## config.mk

```make
export PLATFORM = sky130hd
export DESIGN_NAME = br_pred_update_ctrl
export DESIGN_NICKNAME = d
export VERILOG_FILES = /design/src/rtl/br_pred_update_ctrl.sv
export SDC_FILE = /design/constraint.sdc
export NUM_CORES = 1
export LEC_CHECK = 0
export ABC_AREA = 0
export BUFFER_PORTS_ARGS = -buffer_cell sky130_fd_sc_hd__buf_2
export CORE_ASPECT_RATIO = 1.25
export CORE_MARGIN = 2
export CORE_UTILIZATION = 29
export CTS_BUF_LIST = sky130_fd_sc_hd__clkbuf_4
export DETAILED_ROUTE_END_ITERATION = 7
export PLACE_DENSITY = 0.51
export SKIP_CTS_REPAIR_TIMING = 1
export SYNTH_ARGS = -nofsm -noshare
export SYNTH_HDL_FRONTEND = slang
export SYNTH_SLANG_ARGS = --single-unit
```

## constraint.sdc

```tcl
create_clock -name clk -period 5.15 [get_ports clk]
set_input_delay 0.515 -clock clk [delete_from_list [all_inputs] [get_ports clk]]
set_output_delay 0.515 -clock clk [all_outputs]
set_load 0.02 [all_outputs]
```

## src/rtl/br_pred_update_ctrl.sv

```systemverilog
// br_pred_update_ctrl
//   Update scheduler for the branch-direction counter table. Resolved
//   branches from every CDB lane are queued and drained into the single
//   table write port one per cycle, oldest first. After reset the block
//   sweeps every table entry to its init value before accepting updates.
//
// Ports
//   clk        : clock
//   rst        : synchronous active-high reset
//   cdb        : CDB lanes (instr_is_br, br_taken, instr_pc used)
//   tbl_we     : table write strobe
//   tbl_idx    : table entry written this cycle
//   tbl_taken  : 1 = increment, 0 = decrement (ignored when tbl_init=1)
//   tbl_init   : write the weakly-not-taken init value
//   init_done  : initialization sweep complete
//   q_count    : update queue occupancy
//   drop_cnt   : saturating count of updates dropped on queue overflow

package br_pred_pkg;
  typedef struct packed {
    logic        instr_is_br;
    logic        br_taken;
    logic [31:0] instr_pc;
  } cdb_t;
endpackage

module br_pred_update_ctrl
  import br_pred_pkg::*;
#(
  parameter int NUM_CDB     = 2,
  parameter int NUM_BR_PRED = 16,
  parameter int QUEUE_DEPTH = 4,
  localparam int NUM_BR_PRED_BITS = $clog2(NUM_BR_PRED),
  localparam int CW               = $clog2(QUEUE_DEPTH) + 1
) (
  input  logic                        clk,
  input  logic                        rst,
  input  cdb_t                        cdb [NUM_CDB],
  output logic                        tbl_we,
  output logic [NUM_BR_PRED_BITS-1:0] tbl_idx,
  output logic                        tbl_taken,
  output logic                        tbl_init,
  output logic                        init_done,
  output logic [CW-1:0]               q_count,
  output logic [15:0]                 drop_cnt
);

  localparam int IW = NUM_BR_PRED_BITS;
  localparam int PW = $clog2(QUEUE_DEPTH);

  typedef enum logic {S_INIT, S_RUN} state_e;

  state_e          state_q, state_d;
  logic [IW-1:0]   sweep_q, sweep_d;
  logic [PW-1:0]   head_q, head_d;
  logic [PW-1:0]   tail_q, tail_d;
  logic [CW-1:0]   count_q, count_d;
  logic [15:0]     drop_q, drop_d;

  // Queue payload is data only: never reset, validity comes from count_q.
  logic [IW-1:0]   mem_idx_q [QUEUE_DEPTH];
  logic            mem_tkn_q [QUEUE_DEPTH];

  logic [CW-1:0]   free_slots;
  logic [CW-1:0]   n_acc;
  logic [CW-1:0]   n_drop;
  logic            lane_acc  [NUM_CDB];
  logic [PW-1:0]   lane_slot [NUM_CDB];
  logic            pop;

  function automatic logic [15:0] sat_add16(input logic [15:0] a,
                                             input logic [CW-1:0] b);
    logic [16:0] sum;
    sum = {1'b0, a} + 17'(b);
    return sum[16] ? 16'hFFFF : sum[15:0];
  endfunction

  // Only the index bits of the PC are consumed.
  logic [NUM_CDB-1:0] unused_pc_bits;
  for (genvar g = 0; g < NUM_CDB; g++) begin : g_unused
    assign unused_pc_bits[g] = ^{cdb[g].instr_pc[1:0], cdb[g].instr_pc[31:2+IW]};
  end

  // Free slots are taken from the registered count: a same-cycle pop
  // does not make room for an extra enqueue.
  assign free_slots = CW'(QUEUE_DEPTH) - count_q;
  assign pop        = (state_q == S_RUN) && (count_q != '0);

  // Lower lanes are older, so they claim free slots first.
  always_comb begin
    n_acc  = '0;
    n_drop = '0;
    for (int i = 0; i < NUM_CDB; i++) begin
      lane_acc[i]  = 1'b0;
      lane_slot[i] = '0;
      if ((state_q == S_RUN) && cdb[i].instr_is_br) begin
        if (n_acc < free_slots) begin
          lane_acc[i]  = 1'b1;
          lane_slot[i] = tail_q + n_acc[PW-1:0];
          n_acc        = n_acc + CW'(1);
        end else begin
          n_drop = n_drop + CW'(1);
        end
      end
    end
  end

  // Next-state / pointer logic
  always_comb begin
    state_d = state_q;
    sweep_d = sweep_q;
    case (state_q)
      S_INIT: begin
        sweep_d = sweep_q + IW'(1);
        if (sweep_q == IW'(NUM_BR_PRED - 1)) state_d = S_RUN;
      end
      S_RUN:   state_d = S_RUN;
      default: state_d = S_INIT;
    endcase
    head_d  = head_q + PW'(pop);
    tail_d  = tail_q + n_acc[PW-1:0];
    count_d = count_q + n_acc - CW'(pop);
    drop_d  = sat_add16(drop_q, n_drop);
  end

  // State register
  always_ff @(posedge clk) begin
    if (rst) begin
      state_q <= S_INIT;
      sweep_q <= '0;
      head_q  <= '0;
      tail_q  <= '0;
      count_q <= '0;
      drop_q  <= '0;
    end else begin
      state_q <= state_d;
      sweep_q <= sweep_d;
      head_q  <= head_d;
      tail_q  <= tail_d;
      count_q <= count_d;
      drop_q  <= drop_d;
    end
  end

  always_ff @(posedge clk) begin
    for (int i = 0; i < NUM_CDB; i++) begin
      if (lane_acc[i]) begin
        mem_idx_q[lane_slot[i]] <= cdb[i].instr_pc[2 +: IW];
        mem_tkn_q[lane_slot[i]] <= cdb[i].br_taken;
      end
    end
  end

  // Outputs are forced quiet while reset is held, independent of state.
  always_comb begin
    tbl_we    = 1'b0;
    tbl_init  = 1'b0;
    tbl_idx   = '0;
    tbl_taken = 1'b0;
    init_done = 1'b0;
    if (!rst) begin
      case (state_q)
        S_INIT: begin
          tbl_we   = 1'b1;
          tbl_init = 1'b1;
          tbl_idx  = sweep_q;
        end
        S_RUN: begin
          init_done = 1'b1;
          if (count_q != '0) begin
            tbl_we    = 1'b1;
            tbl_idx   = mem_idx_q[head_q];
            tbl_taken = mem_tkn_q[head_q];
          end
        end
        default: ;
      endcase
    end
  end

  assign q_count  = count_q;
  assign drop_cnt = drop_q;

endmodule
```

==> impl_metrics.tcl <==
set metrics [dict create \
    status "complete, no violations" \
    nets 359 \
    clock_path_buffers 2 \
    tns_ps 0 \
    routedWlPerCell_um 13.54 \
    rsz0062_at_grt "no" \
    max_cap_violations 0 \
    fin_worst_skew_ps 17.05 \
    synth_nets 324 \
    fmax_ghz 0.2760 \
    ant_nets 0 \
    slew_viol_final 0 \
    hold_viol 0 \
    dr_total_vias 1875 \
    crit_top_cell "ha_1" \
    drt_first_iter_violations 82 \
    whs_ps 471.6 \
    grt.total_usage_pct 11.61 \
    start_util_pct 29.34 \
    firstDrtPassIters 4 \
    max_stage_delay_ps 490 \
    hold_class "input pin to flop" \
    final_cell_mix "buf_2 (40), dfxtp_1 (28), mux2_2 (20), edfxtp_1 (20), nor2_1 (18)" \
    synth_area_leaders "edfxtp_1 (23%), dfxtp_1 (21%), mux2_2 (8.5%)" \
    power_uw 719.3 \
    synth_cells 240 \
    ys.flop_type "dfxtp_1" \
    path_class "flop to flop" \
    arrival_ps 3930 \
    antenna_found_initial 0 \
    synthArstFlopShare_pct 0 \
    drive_gt1_share_pct 30.07 \
    finalCriticalPeriod_ps 3623 \
    crit_path_top_delay_cell "or3b_2" \
    clockRootBuffer "clkbuf_4" \
    period_share_pct 70.34 \
    setup_viol 0 \
    end_kind "flop" \
    dieArea_um2 9919 \
    pin_count 97 \
    die_h_um 110.9 \
    slew_headroom_pct 38.04 \
    whs_path_depth 2 \
    final_common_cell "buf_2" \
    coreArea_um2 9027 \
    ys_ff_latch 48 \
    synth_area_um2 2649 \
    wl_um 5402 \
    clk_latency_ps 370 \
    cts_max_level 2 \
    power.density_nw_per_um2 236.0 \
    dpl.hpwl_um 3880 \
    synthToLayoutAreaGrowth_pct 15.07 \
    grt_pass1_vias 1877 \
    grt_max_degree 36 \
    overflow 0 \
    clk_pin_slew_ps 160 \
    vdd_drop_max_v 0.00009991 \
    grt_pass1_wl_um 8997 \
    leakage_uw 0.001180 \
    worstRegToRegCells 15 \
    yosysTopAreaCellShare_pct 22.67 \
    r2r_slack_ps 1530 \
    worstPathRequired_ps 5460 \
    post_synth_num_cell_types 41 \
    crit_fanout 11 \
    cp-start-kind "flop" \
    fill_cells 947 \
    avgSynthCellArea_um2 11.04 \
    via_per_inst 4.699 \
    cts_tree "done" \
    cts_sinks 48 \
    die_w_um 89.48 \
    gp_congestion 0.7034 \
    diodes 0 \
    ys_seq_area_share_pct 43.84 \
    worstPathCellList "inv_1 > ha_1 > ha_1 > or3b_2 > nor2_1 > ha_1 > nand3_1 > o31ai_1 > ha_1 > inv_1 > fa_1 > and2b_1 > and2_2 > nand3_2 > a21oi_1" \
    synth-edff-count 20 \
    tightestPinTransition_ps 919.7 \
    synth_warnings 0 \
    cts_buffers 5 \
    num_rows 39 \
    port_buffers 40 \
    post-route-drc-count 0 \
    yosys.area.top_type "edfxtp_1" \
]
-- path summary, 6_finish.rpt --
| path | startpoint | to |
|---|---|---|
| min reg2reg | sweep_q[1]$_SDFFE_PP0N_ | sweep_q[1]$_SDFFE_PP0N_ |
| max reg2reg | q_count[0]$_SDFF_PP0_ | drop_cnt[7]$_SDFF_PP0_ |
| max | q_count[0]$_SDFF_PP0_ | drop_cnt[7]$_SDFF_PP0_ |
| min | cdb[66] | mem_tkn_q[3]$_DFFE_PP_ |
-- per-stage QoR --
step | setup slack, ps | cell area [µm²] | cells | utilization (%)
after CTS | 1516 | 3048 | 399 | 33.76
after global placement | 1562 | 2942 | 391 | 32.58
after global routing | 1277 | 3048 | 399 | 33.76
final | 1527 | 3048 | 399 | 33.76
after floorplan | 1814 | 2649 | 240 | -
after detailed placement | 1543 | 2942 | 391 | 32.58
-- per-layer routing --
layer / GRT usage (%) / wire (µm) / vias to the layer above
met5: 0 / 0 / -
met4: 3.383 / 76 / 0
met1: 14.59 / 2513 / 906
met2: 19.65 / 2620 / 36
met3: 2.457 / 191 / 5
li1: - / - / 928
-- synth_stat cells, types with 2 or more instances --
cell	number
a211oi_1	2
a21oi_1	16
a31oi_1	3
and4_1	4
buf_2	4
buf_4	2
clkbuf_1	6
dfxtp_1	28
edfxtp_1	20
fa_1	2
ha_1	12
inv_1	12
mux2_2	20
mux2i_1	4
mux4_2	5
nand2_1	7
nand2b_1	2
nand3_1	8
nand3_2	3
nand4_1	7
nor2_1	18
nor2b_1	14
nor3_4	2
o21ai_0	4
o21bai_1	2
xnor2_1	7
xor2_1	12
-- cells by family after synthesis --
family | after synthesis | synth area share, %
AOI/OAI and AO/OA | 32 | 7.463
xor gates and xnor gates | 19 | 6.282
adders and majority gates | 14 | 7.180
buffers and inverters | 25 | 4.298
DFF | 48 | 43.84
muxes | 29 | 14.27
and+or+nand+nor | 73 | 16.67
-- state kept, by name (all words and copies together), names as in the netlist --
name	cells
head_q	2
tail_q	2
mem_tkn_q	4
state_q	1
drop_cnt	16
sweep_q	4
q_count	3
mem_idx_q	16
-- worst max-delay path: cells and delay by family (launching register included) --
family | cells | cell delay, ps
adder cells (fa/ha/maj) | 5 | 1210
flip-flops | 1 | 450
AND/OR/NAND/NOR | 6 | 1490
AO/OA/AOI/OAI | 2 | 300
buffers and inverters | 2 | 130
-- area by class of cell --
cell class              instances  area (µm²)  area share [%]
flip-flops and latches         48        1161           38.10
clock buffers                   5       37.54           1.232
clock inverters                 3       68.82           2.258
inverters                      12       45.04           1.478
repair buffers                 41       207.7           6.814
well taps                     123       153.9           5.049
multi-input cells             167        1374           45.07
-- power breakdown --
part	internal, µW	switching [µW]	total [µW]
Combinational	15.0	18.6	33.6
Clock	153	133	286
Sequential	398	1.88	399
Note: power is estimated with default switching activity, not from simulation.
